[config.mk]
export PLATFORM = sky130hd
export DESIGN_NAME = mult_result_fifo
export DESIGN_NICKNAME = d
export VERILOG_FILES = /design/src/rtl/mult_result_fifo.sv
export SDC_FILE = /design/constraint.sdc
export NUM_CORES = 1
export LEC_CHECK = 0
export CORE_MARGIN = 4
export CORE_UTILIZATION = 30
export DETAILED_ROUTE_END_ITERATION = 7
export PLACE_DENSITY = 0.54
export SETUP_SLACK_MARGIN = 0.2
export SYNTH_ARGS = -nofsm -noshare
export SYNTH_HDL_FRONTEND = slang
export SYNTH_SLANG_ARGS = --single-unit
[constraint.sdc]
create_clock -name clock -period 8.4 [get_ports clock]
set_input_delay 1.26 -clock clock [delete_from_list [all_inputs] [get_ports clock]]
set_output_delay 1.26 -clock clock [all_outputs]
set_load 0.05 [all_outputs]
[src/rtl/mult_result_fifo.sv]
`timescale 1ns/1ps
// -----------------------------------------------------------------------------
// mult_result_fifo
//
// Captures results from an 8-stage pipelined multiplier (which cannot stall)
// into a DEPTH-entry FIFO and presents them on a valid/ready output. A credit
// scheme (issue_ok) bounds in-flight multiplies plus stored results to DEPTH,
// so every accepted issue owns a FIFO slot by the time its result returns.
//
// Optional feature macro: MULT_FIFO_STATS_EN (adds total_results, max_count).
//
// Ports:
//   clock         rising-edge clock
//   reset         asynchronous active-low reset (0 = in reset)
//   issue_in      issuer pulses this together with multiplier start
//   issue_ok      credit available; issuer may only pulse issue_in when 1
//   done          multiplier result strobe
//   product       multiplier result, sampled when done=1
//   out_valid     head entry valid
//   out_ready     consumer accepts head
//   out_data      head entry data (0 when empty)
//   count         entries stored
//   inflight      accepted issues whose done has not yet arrived
//   err           sticky protocol error (credit overrun, stray done, drop)
//   total_results successful enqueues, wrapping   (MULT_FIFO_STATS_EN only)
//   max_count     high-water mark of count        (MULT_FIFO_STATS_EN only)
//
// Output handshake: a transfer happens on a rising clock edge where
// out_valid and out_ready are both 1. out_valid/out_data depend only on
// registered state and never on out_ready; out_ready while empty is ignored.
// -----------------------------------------------------------------------------
module mult_result_fifo #(
    parameter int DEPTH = 8,
    parameter int WIDTH = 64
) (
    input  logic                     clock,
    input  logic                     reset,
    input  logic                     issue_in,
    output logic                     issue_ok,
    input  logic                     done,
    input  logic [WIDTH-1:0]         product,
    output logic                     out_valid,
    input  logic                     out_ready,
    output logic [WIDTH-1:0]         out_data,
    output logic [$clog2(DEPTH):0]   count,
    output logic [$clog2(DEPTH):0]   inflight,
    output logic                     err
`ifdef MULT_FIFO_STATS_EN
    ,
    output logic [31:0]              total_results,
    output logic [$clog2(DEPTH):0]   max_count
`endif
);

    localparam int AW = $clog2(DEPTH);
    localparam int CW = AW + 1;
    localparam logic [CW-1:0] DEPTH_C = CW'(DEPTH);
    // One extra bit so count + inflight cannot overflow when err has let
    // them exceed DEPTH.
    localparam logic [CW:0]   DEPTH_X = (CW + 1)'(DEPTH);

    logic [WIDTH-1:0] mem [DEPTH];
    logic [AW-1:0]    rd_ptr;
    logic [AW-1:0]    wr_ptr;

    logic [CW:0]      occupancy;
    logic             full;
    logic             deq;
    logic             enq;
    logic             issue_acc;
    logic             ret_ok;
    logic             err_set;
    logic [CW-1:0]    count_next;
    logic [CW-1:0]    inflight_next;

    assign occupancy = {1'b0, count} + {1'b0, inflight};
    assign issue_ok  = (occupancy < DEPTH_X);
    assign full      = (count == DEPTH_C);
    assign out_valid = (count != '0);
    assign out_data  = out_valid ? mem[rd_ptr] : '0;

    assign deq       = out_valid & out_ready;
    // A full FIFO still accepts a result when the head leaves the same cycle.
    assign enq       = done & (~full | deq);
    assign issue_acc = issue_in & issue_ok;
    // A done with nothing outstanding does not decrement (saturates at 0).
    assign ret_ok    = done & (inflight != '0);

    assign err_set   = (issue_in & ~issue_ok)
                     | (done & (inflight == '0))
                     | (done & ~enq);

    always_comb begin
        count_next = count;
        if (enq && !deq) begin
            count_next = count + CW'(1);
        end else if (deq && !enq) begin
            count_next = count - CW'(1);
        end
    end

    always_comb begin
        inflight_next = inflight;
        if (issue_acc && !ret_ok) begin
            inflight_next = inflight + CW'(1);
        end else if (ret_ok && !issue_acc) begin
            inflight_next = inflight - CW'(1);
        end
    end

    always_ff @(posedge clock or negedge reset) begin
        if (!reset) begin
            rd_ptr   <= '0;
            wr_ptr   <= '0;
            count    <= '0;
            inflight <= '0;
            err      <= 1'b0;
        end else begin
            if (enq) begin
                wr_ptr <= wr_ptr + AW'(1);
            end
            if (deq) begin
                rd_ptr <= rd_ptr + AW'(1);
            end
            count    <= count_next;
            inflight <= inflight_next;
            if (err_set) begin
                err <= 1'b1;
            end
        end
    end

    // Storage is not reset: out_data is masked by out_valid while empty.
    always_ff @(posedge clock) begin
        if (enq) begin
            mem[wr_ptr] <= product;
        end
    end

`ifdef MULT_FIFO_STATS_EN
    always_ff @(posedge clock or negedge reset) begin
        if (!reset) begin
            total_results <= '0;
            max_count     <= '0;
        end else begin
            if (enq) begin
                total_results <= total_results + 32'd1;
            end
            if (count_next > max_count) begin
                max_count <= count_next;
            end
        end
    end
`endif

endmodule
**Word level (Yosys, flattened, before mapping)**

Memory sizes are Yosys's and may differ from the RTL's.
Index checks and enable logic that the tools add are counted.

- Output and inout port bits: 75
- Bits in latches: 0
- Register bits: 15
- Bits in read-only memories: 0
- Input port bits: 69
- Bits in writable memories: 512
- Word-level logic and storage cells: 48
- Memories kept: 1

Memory list:

| name | words | bits a word | rd ports | clocked after Yosys merged registers in | write ports | RTL line | source |
|---|---|---|---|---|---|---|---|
| mem | 8 | 64 | 1 | 0 | 1 | 62 | `logic [WIDTH-1:0] mem [DEPTH];` |

- Div/mod/pow operators: 0
- Bitwise logic cells: 13
- Shift operators: 0
- Equality and inequality tests: 1
- Magnitude comparators: 1
- Multiplexer cells: 7
- Multiply operators: 0
- Reductions and logical operators: 13
- $add $sub $neg: 7

Operators by type and width:

| operator | count |
|---|---|
| $mux W64 | 1 |
| $mux W4 | 4 |
| $add A4 B1 Y4 const B | 2 |
| $reduce_bool A4 Y1 | 2 |
| $sub A4 B1 Y4 const B | 2 |
| $and A1 B1 Y1 | 7 |
| $add A3 B1 Y3 const B | 2 |
| $add A4 B4 Y5 | 1 |
| $lt A5 B4 Y1 const B | 1 |
| $eq A4 B4 Y1 const B | 1 |
| $logic_and A1 B1 Y1 | 4 |
| $logic_not A1 Y1 | 4 |
| $logic_not A4 Y1 | 1 |
| $reduce_bool A2 Y1 | 2 |
| $not A1 Y1 | 3 |
| $or A1 B1 Y1 | 3 |
| $mux W1 | 2 |

**Logic depth before layout (Yosys ltp)**

Gate-level depths: netlist of run 1.

- Depth in word-level cells: 8
- Mapped depth: 10
- Mapped depth without buffers: 10

**Least setup slack after synthesis of run 1**

No wires, ideal clock.

- Kind: input to register
- From: input out_ready
- To: memory mem[0][0] (enable)
- Arrival time: 7.662 ns
- Setup time: 0.644 ns
- Data required time: 7.756 ns
- Cell stages on the path: 3
- Path slack: 0.094 ns
- Buffers on the path: 0
- Path through: nand2b_1 > o21ai_1 > nor4_1

- Longest elaborated chain between the ends: 5

RTL lines:

| item | RTL line | source |
|---|---|---|
| from (decl) | 43 | `input logic out_ready,` |
| $and A1 B1 Y1 | 82 | `assign deq = out_valid & out_ready;` |
| $or A1 B1 Y1 | 84 | `assign enq = done & (~full \| deq);` |
| $and A1 B1 Y1 | 84 |  |
| $mux W1 | 135 | `if (enq) begin` |
| $mux W1 (not written as such) | 136 | `mem[wr_ptr] <= product;` |
| to (decl) | 62 |  |

No other way between the ends.

**Worst setup path in the final report of run 1**

- From: register rd_ptr[0]
- To: output out_data[23]

- Longest elaborated chain between the ends: 2

RTL lines:

| item | RTL line | source |
|---|---|---|
| from (decl) | 63 | `logic [AW-1:0] rd_ptr;` |
| from (signal assigned) | 123 | `rd_ptr <= rd_ptr + AW'(1);` |
| $mem_v2 Z8 W64 | - |  |
| $mux W64 | 80 | `assign out_data = out_valid ? mem[rd_ptr] : '0;` |
| to (decl) | 44 | `output logic [WIDTH-1:0] out_data,` |

No other way between the ends.

==> summary.md, run 1 <==
| Metric | Value |
|---|---|
| Endpoint required time on the critical path | roughly 7100 ps |
| Final Hold Violating Endpoints | 0 |
| Kind of launch point of the worst setup path | register |
| Static Leak | between 0.007 and 0.008 uW |
| Slew of the pin with the lowest slew margin | 1120 ps |
| Post-Synthesis Net Count | 935 |
| Worst setup slack before clock tree synthesis | 3770 ps |
| Finish-stage setup viols | 0 |
| Post-cts repair resize count | 0 |
| Final Max Tran Viols | 0 |
| Stage delay of the slowest cell on the critical path | 990 ps |
| Sequential share of power | 35.9% |
| Synthesized flop and latch total | around 530 |
| Min Tclk post-route | between 5000 and 6000 ps |
| Net count reported at finish | 1110 |
| Global-route wire length before repair | around 66 mm |
| Vias in the first global route | 10221 |
| Worst path arrival time | roughly 3900 ps |
| Average cell area after synthesis | 23.6 um2 |
| Number of rows created at floorplan | between 90 and 100 |
| Maximum fanout count along the critical path | 40 |
| Count of vias placed by the detailed router | 9332 |
| Inserted Clock Buffers | 56 |
| Routed len/inst | 22.7 um |
| Number of antenna violations at the first check in global routing | 2 |
| IO Count | 144 |
| Clock tree from TritonCTS | built |
| Starting utilization of the core area | 30.5% |
| Area growth from synthesis to layout | 20.9% |
| Clk root buf | sky130_fd_sc_hd__clkbuf_16 |
| Number of nets with antenna violations after detailed routing | 0 |
| Slowest CP cell | sky130_fd_sc_hd__dfrtp_4 |
| Die Wd | between 200 and 300 um |
| Relative contribution of combinational cells to total power | a little over 40% |
| Clock slew seen by the registers of the worst setup and hold paths | 60 ps |
| Worst clock skew | 10.3 ps |
| Area enclosed by the die boundary | 0.0713 mm2 |
| Worst hold path type | reg -> reg |
| Cell area after synthesis | roughly 0.020 mm2 |
| Final HPWL DP | 23.1 mm |
| Global route total overflow | 0 |
| Fraction of final layout cells sized beyond drive strength 1 | 22.6% |
| Buffers inserted by post-CTS timing repair | 0 |
| Cell breakdown of the critical path | buf_4, mux4_2, a22o_1, clkdlybuf4s50_1 |
| Port bufs | 143 |
| Worst IR Drop VDD | ~0.27 mV |
| Final critical-path setup slack | 3260 ps |
| Headroom to the max-slew limit | 25.3% |
| Global Route Usage Sum | 12.3% |
| Number of H-tree levels | 2 |
| Net Switching | 3580 uW |
| Number of diodes | 0 |
| DRC errors left | 0 |
| Max-cap violations | 0 |
| Clock tree sinks | ~530 |
| Number of distinct library cells after synthesis | 35 |
| Share of synthesized flip-flops with an asynchronous set or reset | 2.85% |
| Peak clock frequency supported by timing | 195 MHz |
| Gate count of the mapped netlist | 853 |
| Type of the worst setup path | reg -> out |
| Height of the chip | 267 um |
| Pin count of the biggest net entering global routing | 65 |
| PD cells | 402 mW/mm2 |
| Count of yosys warnings during synthesis | 0 |
| Layout Utilization | a little under two fifths |
| GPL Wtd Cong | 0.680 |
| Area of the core | 0.0661 mm2 |
| Number of flops mapped to enable cells by yosys | 512 |
| Main flop type after synthesis | sky130_fd_sc_hd__edfxtp_1 |
| Hold WS | 508 ps |
| Worst Hold Depth | 2 |
| Number of iterations in the first detailed-routing pass | 6 |
| Clk Latency, worst-skew pair | 580 ps |
| Switching share of power | 36.6% |
| Run status | finished, final reports clean |
| Internal Power | ~6200 uW |
| Accumulated negative setup slack | 0 ps |
| Total power | 9780 uW |
| Setup repair after global routing missed its margin | no |
| Final wirelength | between 40 and 50 mm |
| Share of the yosys chip area belonging to registers | 78.2% |
| Maximum buffer depth of the clock tree | 3 |
| Via count normalized by instance count | about 4.8 |
| Ratio of final minimum period to clock period | 61.1% |
| Worst R2R Path Depth | 10 |
| CTS Hold Buffers Added | 0 |
| DRT iter0 DRCs | 526 |
| Clk pwr share | 23.8% |
| Endpoint type of the worst setup path | output port |
==> power by group through the flow <==
stage,sequential [uW],combinational [uW],clock [uW]
floorplan,3560,2790,0
global placement,3560,4010,0
detailed placement,3580,4030,0
CTS,3530,4040,2410
global route,3560,4180,2510
finish,3510,3940,2330
==> cell type report <==
cell class	count	area, um2
well taps	864	1080
fillers	6007	41800
multi-input cells	276	4170
repair buffers	162	1590
clock inverters	28	235
inverters	5	18.8
clock buffers	72	1490
flip-flops and latches	527	15800
==> worst max-delay path: cells and delay by family (launching register included) <==
family          cells  cell delay [ps]
compound gates      1              280
mux                 1              580
flops               1              990
buf+inv             2             1390
==> path summary, 6_finish.rpt <==
kind | start | endpoint | slack (ps)
max in group asynchronous | reset | rd_ptr[1] | 6750
worst min-delay path | err | err | 510
worst min register to register | err | err | 510
min in group asynchronous | reset | count[1] | 1110
worst max-delay path | rd_ptr[0] | out_data[23] | 3260
worst max register to register | count[1] | inflight[3] | 4890
==> stage by stage <==
step	area [um2]	cells
floorplan	20100	853
global placement	22600	1834
detailed placement	22600	1834
CTS	24300	1934
global route	24300	1934
finish	24300	1934
==> state kept, by name, indices dropped and copies added, names as in the netlist <==
| name | count |
|---|---|
| count | 4 |
| err | 1 |
| inflight | 4 |
| mem | 512 |
| rd_ptr | 3 |
| wr_ptr | 3 |
==> cell usage after synthesis, types with 4 or more instances <==
cell	instances	area [um2]
sky130_fd_sc_hd__nand2b_1	4	25.0
sky130_fd_sc_hd__nor3_1	6	30.0
sky130_fd_sc_hd__edfxtp_1	512	15400
sky130_fd_sc_hd__dfrtp_1	15	375
sky130_fd_sc_hd__inv_1	5	18.8
sky130_fd_sc_hd__buf_6	9	101
sky130_fd_sc_hd__nand2_1	6	22.5
sky130_fd_sc_hd__nand3_1	5	25.0
sky130_fd_sc_hd__buf_2	19	95.1
sky130_fd_sc_hd__mux4_2	128	2880
sky130_fd_sc_hd__a22o_1	64	561
sky130_fd_sc_hd__xnor2_1	8	70.1
sky130_fd_sc_hd__clkbuf_1	15	56.3
sky130_fd_sc_hd__ha_1	11	138
sky130_fd_sc_hd__a21oi_1	5	25.0
sky130_fd_sc_hd__o211ai_1	6	45.0
sky130_fd_sc_hd__mux2_2	4	45.0
==> routing by layer <==
layer | global-route usage [%] | routed length [um]
met2 | 20.4 | 21500
met4 | 2.83 | 754
met1 | 16.6 | 19200
met5 | 0 | 34
met3 | 3.01 | 2360
==> cells in the final DEF, fill, tap and decap left out, drive strengths merged, types with 8 or more instances in the layout <==
cell type	netlist	layout
a22o	64	64
buf	30	19
clkbuf	15	72
clkdlybuf4s50	0	143
clkinv	0	23
dfrtp	15	15
edfxtp	512	512
ha	11	11
mux4	128	128
xnor2	8	8
==> cell families after synthesis <==
group           share of synthesized area, %
flops                                   78.2
buf+inv                                 1.39
mux                                     14.6
fa+ha+maj                              0.883
compound gates                          3.45
simple gates                            1.04
xor+xnor                               0.348
No activity file was read; power rests on OpenSTA's default activity.
==> inputs of run 2 (changes only) <==
==> constraint.sdc (replaced) <==
create_clock -name clock -period 5.3 [get_ports clock]
set_input_delay 0.795 -clock clock [delete_from_list [all_inputs] [get_ports clock]]
set_output_delay 0.795 -clock clock [all_outputs]
set_load 0.05 [all_outputs]
==> run 2 against run 1 <==
  * Global-route usage grew 0.068 points
  * Count of clock-buffer cells in the layout down 9
  * Worst setup slack got worse by 2200 ps
  * Utilization up 0.20 points
  * Non-clock buffer count up 2
  * Critical path depth is 1 higher
  * Sequential share of layout area down 0.36 points
  * Hold slack got worse by 11 ps
  * Critical path type unchanged
  * Largest cell class unchanged
  * Highest routed layer unchanged
==> summary.md, run 2 (same netlist as run 1, synthesis figures left out) <==
| Metric | Value |
|---|---|
| Run status | finished, final reports clean (unchanged) |
| Final Hold Violating Endpoints | 0 (unchanged) |
| Static Leak | 0.00770 uW (was 0.00767 uW) |
| Area enclosed by the die boundary | 0.0713 mm2 (unchanged) |
| Global Route Usage Sum | 12.4% (was 12.3%) |
| Vias in the first global route | 10059 (was 10221) |
| Maximum fanout count along the critical path | 45 (was 40) |
| Port bufs | 143 (unchanged) |
| Number of H-tree levels | 2 (unchanged) |
| Commonest cells after routing, fill and taps aside | 512 x sky130_fd_sc_hd__edfxtp_1, 143 x sky130_fd_sc_hd__clkdlybuf4s50_1, 128 x sky130_fd_sc_hd__mux4_2, 64 x sky130_fd_sc_hd__a22o_1, 57 x sky130_fd_sc_hd__clkbuf_16 (unchanged) |
| Routed len/inst | 22.6 um (was 22.7 um) |
| Worst clock skew | 14.1 ps (was 10.3 ps) |
| Peak clock frequency supported by timing | around 230 MHz |
| Min Tclk post-route | 4270 ps |
| Worst hold path type | reg -> reg (unchanged) |
| Worst IR Drop VDD | 0.379 mV (was 0.273 mV) |
| Fraction of final layout cells sized beyond drive strength 1 | 22.9% (was 22.6%) |
| Count of vias placed by the detailed router | 9301 (was 9332) |
| Area growth from synthesis to layout | 21.6% (was 20.9%) |
| DRT iter0 DRCs | 643 (was 526) |
| Biggest regs | mem x512, count x4, inflight x4 (unchanged) |
| Setup repair after global routing missed its margin | no (unchanged) |
| Number of flip-flops under the largest register name | 512 (unchanged) |
| Endpoint type of the worst setup path | output port (unchanged) |
| Endpoint required time on the critical path | 4510 ps (was 7140 ps) |
| Clock tree from TritonCTS | built (unchanged) |
| Clk Latency, worst-skew pair | 580 ps (about the same) |
| Kind of launch point of the worst setup path | register (unchanged) |
| GPL Wtd Cong | 0.681 (was 0.680) |
| Net count reported at finish | 1111 (was 1110) |
| Most common library cell in the layout ignoring fill and taps | sky130_fd_sc_hd__edfxtp_1 (unchanged) |
| PD cells | 636 mW/mm2 (was 402 mW/mm2) |
| Headroom to the max-slew limit | 44.0% (was 25.3%) |
| DRC errors left | 0 (unchanged) |
| Via count normalized by instance count | 4.80 (was 4.83) |
| Cell total after placement | 1836 (was 1834) |
| IO Count | 144 (unchanged) |
| Clk root buf | sky130_fd_sc_hd__clkbuf_16 (unchanged) |
| Number of iterations in the first detailed-routing pass | 4 (was 6) |
| Number of nets with antenna violations after detailed routing | 0 (unchanged) |
| Post-cts repair resize count | 0 (unchanged) |
| Area of the core | 0.0661 mm2 (unchanged) |
| Final cell count without fillers | 1938 (was 1934) |
| Accumulated negative setup slack | 0 ps (unchanged) |
| Clock tree sinks | 527 (unchanged) |
| Height of the chip | 267 um (unchanged) |
| Number of antenna violations at the first check in global routing | 4 (was 2) |
| Global route total overflow | 0 (unchanged) |
| Final wirelength | 43.9 mm (was 43.8 mm) |
| Number of rows created at floorplan | 94 (unchanged) |
| Final HPWL DP | 22.5 mm (was 23.1 mm) |
| Maximum buffer depth of the clock tree | 3 (unchanged) |
| Number of diodes | 0 (unchanged) |
| Worst path arrival time | 3470 ps (was 3880 ps) |
| Final Max Tran Viols | 0 (unchanged) |
| Layout Utilization | 37.0% (was 36.8%) |
| Finish-stage setup viols | 0 (unchanged) |
| Type of the worst setup path | reg -> out (unchanged) |
| Starting utilization of the core area | 30.5% (unchanged) |
| Hold WS | 497 ps (was 508 ps) |
| Max-cap violations | 0 (unchanged) |
| Buffers inserted by post-CTS timing repair | 0 (unchanged) |
| Inserted Clock Buffers | 55 (was 56) |
| Top register by number of flip-flops | mem (unchanged) |
| Clock slew seen by the registers of the worst setup and hold paths | 60 ps (about the same) |
| CTS Hold Buffers Added | 0 (unchanged) |
| Ratio of final minimum period to clock period | 80.5% |
| Die Wd | 267 um (unchanged) |
| Pin count of the biggest net entering global routing | 65 (unchanged) |
| Slew of the pin with the lowest slew margin | 841 ps (was 1120 ps) |
| Global-route wire length before repair | 65.7 mm (was 65.8 mm) |
run 2: cell types whose count changed in the layout (fill, tap and decap cells not counted), sizes merged:
cell	previous run	this run
clkbuf	72	63
clkinv	23	32
clkinvlp	1	4
buf	19	21
bufinv	4	3
run 2: final timing paths:
kind / from / to / slack (ps) / depth (start not counted)
worst max-delay path: count[0] / out_data[30] / 1030 / 5
worst min-delay path: err / err / 500 / 2
worst max register to register: inflight[1] / inflight[3] / 1940 / 10
worst min register to register: err / err / 500 / 2
max in group asynchronous: reset / rd_ptr[0] / 4020 / 1
min in group asynchronous: reset / count[0] / 680 / 1
run 2: area by class of cell:
type	instances	area, um2
Timing Repair Buffer	164	1730
Fill cell	6014	41600
Sequential cell	527	15800
Tap cell	864	1080
Multi-Input combinational cell	276	4170
Inverter	5	18.8
Clock inverter	39	267
Clock buffer	63	1450
run 2: critical path: stages (launching register included):
cell and delay (ps):
sky130_fd_sc_hd__dfrtp_1 490, sky130_fd_sc_hd__or4_1 670, sky130_fd_sc_hd__and2_4 450, sky130_fd_sc_hd__buf_4 310
sky130_fd_sc_hd__a22o_1 220, sky130_fd_sc_hd__clkdlybuf4s50_1 700
run 2: stage by stage:
| step | power [uW] | instance area [um2] | setup slack (ps) |
|---|---|---|---|
| after floorplan | 10100 | 20100 | -874 |
| after global placement | 12100 | 22800 | 1570 |
| after detailed placement | 12200 | 22800 | 1510 |
| after CTS | 15900 | 24500 | 970 |
| after global routing | 16300 | 24500 | 898 |
| final | 15600 | 24500 | 1030 |
run 2: routing by layer:
metal | up-vias | global-route usage, % | part of all wire, %
li1 | 4047 | - | -
met1 | 4939 | 17.2 | 44
met2 | 228 | 19.8 | 47
met3 | 79 | 3.17 | 5.9
met4 | 8 | 3.07 | 2.0
met5 | - | 0 | 0.13
run 2: report_power, final:
group	total (uW)	switching, uW	internal [uW]
combinational	6360	3870	2490
sequential	5570	324	5250
clock	3620	1520	2090
==> inputs of run 3 (changes only) <==
--- a/config.mk
+++ b/config.mk
@@ -8,7 +8,7 @@
 export CORE_MARGIN = 4
 export CORE_UTILIZATION = 30
 export DETAILED_ROUTE_END_ITERATION = 7
-export PLACE_DENSITY = 0.54
+export PLACE_DENSITY = 0.56
 export SETUP_SLACK_MARGIN = 0.2
 export SYNTH_ARGS = -nofsm -noshare
 export SYNTH_HDL_FRONTEND = slang
==> constraint.sdc (replaced) <==
create_clock -name clock -period 3.45 [get_ports clock]
set_input_delay 0.5175 -clock clock [delete_from_list [all_inputs] [get_ports clock]]
set_output_delay 0.5175 -clock clock [all_outputs]
set_load 0.05 [all_outputs]
==> run 3 against run 2 <==
  * Hold slack got worse by 110 ps
  * Design area up 1.6%
  * Register-to-register slack lost 1400 ps
  * Non-clock buffer count up 27
  * Flip-flop and latch count did not move
  * First-iteration DRC count rose by 6.2%
  * Clock power up 58%
  * Sequential power is 52% higher
  * Largest cell class unchanged
==> summary.md, run 3 (same netlist as run 1, synthesis figures left out) <==
| Metric | Value |
|---|---|
| Endpoint type of the worst setup path | output port (unchanged) |
| DRC errors left | 0 (unchanged) |
| Final HPWL DP | 24.2 mm (was 22.5 mm) |
| Height of the chip | 267 um (unchanged) |
| Clk root buf | sky130_fd_sc_hd__clkbuf_16 (unchanged) |
| Worst path arrival time | 2630 ps (was 3470 ps) |
| Number of H-tree levels | 2 (unchanged) |
| Port bufs | 143 (unchanged) |
| Total power | 24400 uW (was 15600 uW) |
| Final wirelength | 45.0 mm (was 43.9 mm) |
| Setup repair after global routing missed its margin | no (unchanged) |
| CTS Hold Buffers Added | 0 (unchanged) |
| Headroom to the max-slew limit | 40.5% (was 44.0%) |
| Top register by number of flip-flops | mem (unchanged) |
| Fraction of final layout cells sized beyond drive strength 1 | 31.8% (was 22.9%) |
| Stage delay of the slowest cell on the critical path | 570 ps (was 700 ps) |
| Maximum buffer depth of the clock tree | 3 (unchanged) |
| Routed len/inst | 22.9 um (was 22.6 um) |
| Global route total overflow | 0 (unchanged) |
| Via count normalized by instance count | 4.83 (was 4.80) |
| Final Max Tran Viols | 0 (unchanged) |
| Min Tclk post-route | 3150 ps |
| Net count reported at finish | 1141 (was 1111) |
| Hold WS | 383 ps (was 497 ps) |
| Most common library cell in the layout ignoring fill and taps | sky130_fd_sc_hd__edfxtp_1 (unchanged) |
| Starting utilization of the core area | 30.5% (unchanged) |
| Number of nets with antenna violations after detailed routing | 0 (unchanged) |
| Startpoint of the worst setup timing path | count[1] (was count[0]) |
| Kind of launch point of the worst setup path | register (unchanged) |
| Maximum fanout count along the critical path | 14 (was 45) |
| Peak clock frequency supported by timing | 318 MHz |
| Static Leak | 0.00801 uW (was 0.00770 uW) |
| Die Wd | 267 um (unchanged) |
| Ratio of final minimum period to clock period | 91.2% |
| RR Startpoint | inflight[1] (unchanged) |
| Max-cap violations | 0 (unchanged) |
| Worst IR Drop VDD | 0.691 mV (was 0.379 mV) |
| Count of vias placed by the detailed router | 9505 (was 9301) |
| Number of flip-flops under the largest register name | 512 (unchanged) |
| Cell total after placement | 1850 (was 1836) |
| Biggest regs | mem x512, count x4, inflight x4 (unchanged) |
| Slowest CP cell | sky130_fd_sc_hd__or4_4 (was sky130_fd_sc_hd__clkdlybuf4s50_1) |
| PD cells | 981 mW/mm2 (was 636 mW/mm2) |
| Worst clock skew | 12.7 ps (was 14.1 ps) |
| Global Route Usage Sum | 12.6% (was 12.4%) |
| Slew of the pin with the lowest slew margin | 888 ps (was 841 ps) |
| Worst hold path type | in -> async (was reg -> reg) |
| Clock slew seen by the registers of the worst setup and hold paths | 60 ps (about the same) |
| Final Hold Violating Endpoints | 0 (unchanged) |
| Final cell count without fillers | 1967 (was 1938) |
| Run status | finished, final reports clean (unchanged) |
| Inserted Clock Buffers | 58 (was 55) |
| Clock tree sinks | 527 (unchanged) |
| Area enclosed by the die boundary | 0.0713 mm2 (unchanged) |
| Area growth from synthesis to layout | 23.6% (was 21.6%) |
| Global-route wire length before repair | 66.8 mm (was 65.7 mm) |
| Clock tree from TritonCTS | built (unchanged) |
| Type of the worst setup path | reg -> out (unchanged) |
| Clk Latency, worst-skew pair | 590 ps (was 580 ps) |
| GPL Wtd Cong | 0.707 (was 0.681) |
| Number of iterations in the first detailed-routing pass | 6 (was 4) |
| Number of rows created at floorplan | 94 (unchanged) |
| Commonest cells after routing, fill and taps aside | 512 x sky130_fd_sc_hd__edfxtp_1, 128 x sky130_fd_sc_hd__mux4_2, 78 x sky130_fd_sc_hd__clkdlybuf4s50_1, 67 x sky130_fd_sc_hd__buf_4, 63 x sky130_fd_sc_hd__a22o_1 (was 512 x sky130_fd_sc_hd__edfxtp_1, 143 x sky130_fd_sc_hd__clkdlybuf4s50_1, 128 x sky130_fd_sc_hd__mux4_2, 64 x sky130_fd_sc_hd__a22o_1, 57 x sky130_fd_sc_hd__clkbuf_16) |
| Number of antenna violations at the first check in global routing | 3 (was 4) |
| IO Count | 144 (unchanged) |
| DRT iter0 DRCs | 683 (was 643) |
| Endpoint required time on the critical path | 2930 ps (was 4510 ps) |
| Vias in the first global route | 10278 (was 10059) |
| Cell breakdown of the critical path | or4_4, and2_4, buf_12, a22o_1, dlygate4sd2_1 (was or4_1, and2_4, buf_4, a22o_1, clkdlybuf4s50_1) |
| Pin count of the biggest net entering global routing | 65 (unchanged) |
| Area of the core | 0.0661 mm2 (unchanged) |
| Finish-stage setup viols | 0 (unchanged) |
run 3: cell count changes in the layout (fill, tap and decap cells not counted), sizes merged, moves of 4 or more:
| cell | delta |
|---|---|
| buf | +75 |
| clkinv | -8 |
| clkdlybuf4s50 | -65 |
| clkbuf | +21 |
| dlygate4sd2 | +4 |
run 3: what timing repair did:
item	CTS	global route
gates resized for setup	25	23
gates cloned	0	1
buffers inserted	10	2
endpoints found under the setup margin	65	34
run 3: per-stage QoR:
stage / cell area, um2 / setup TNS, ps / worst slack [ps] / util [%]
floorplan: 20300 / -262 / -4.10 / -
global placement: 23000 / 0 / 457 / 34.7
detailed placement: 23000 / 0 / 426 / 34.7
CTS: 24900 / 0 / 183 / 37.6
global route: 24900 / 0 / 216 / 37.6
finish: 24900 / 0 / 302 / 37.6
run 3: final cells by class:
cell class | count | area, um2
multi-input cells | 276 | 4260
well taps | 864 | 1080
clock buffers | 72 | 1530
flip-flops and latches | 527 | 15800
repair buffers | 191 | 1980
clock inverters | 31 | 238
fillers | 5965 | 41200
diodes | 1 | 2.50
inverters | 5 | 18.8
run 3: worst paths after layout:
path	end	slack, ps	cells after the start
max	out_data[27]	300	5
min	count[1]	380	1
max reg2reg	inflight[3]	570	10
min reg2reg	err	510	2
max in group asynchronous	rd_ptr[0]	2500	1
min in group clock	err	510	2
run 3: power by group:
part	total (uW)	switching (uW)	internal, uW
combinational	10200	6270	3920
sequential	8470	401	8070
clock	5720	2380	3340
run 3: critical path, delay by kind of cell, from the launching register on:
family	cells	cell delay, ps
buf+inv	2	580
compound gates	1	200
flops	1	440
simple gates	2	800
run 3: layer usage:
metal | global-route usage, % | wire, um | up-vias
li1 | - | - | 4120
met2 | 20.4 | 21800 | 195
met5 | 0 | 13 | -
met3 | 3.01 | 2310 | 58
met4 | 3.06 | 849 | 2
met1 | 17.2 | 20000 | 5130
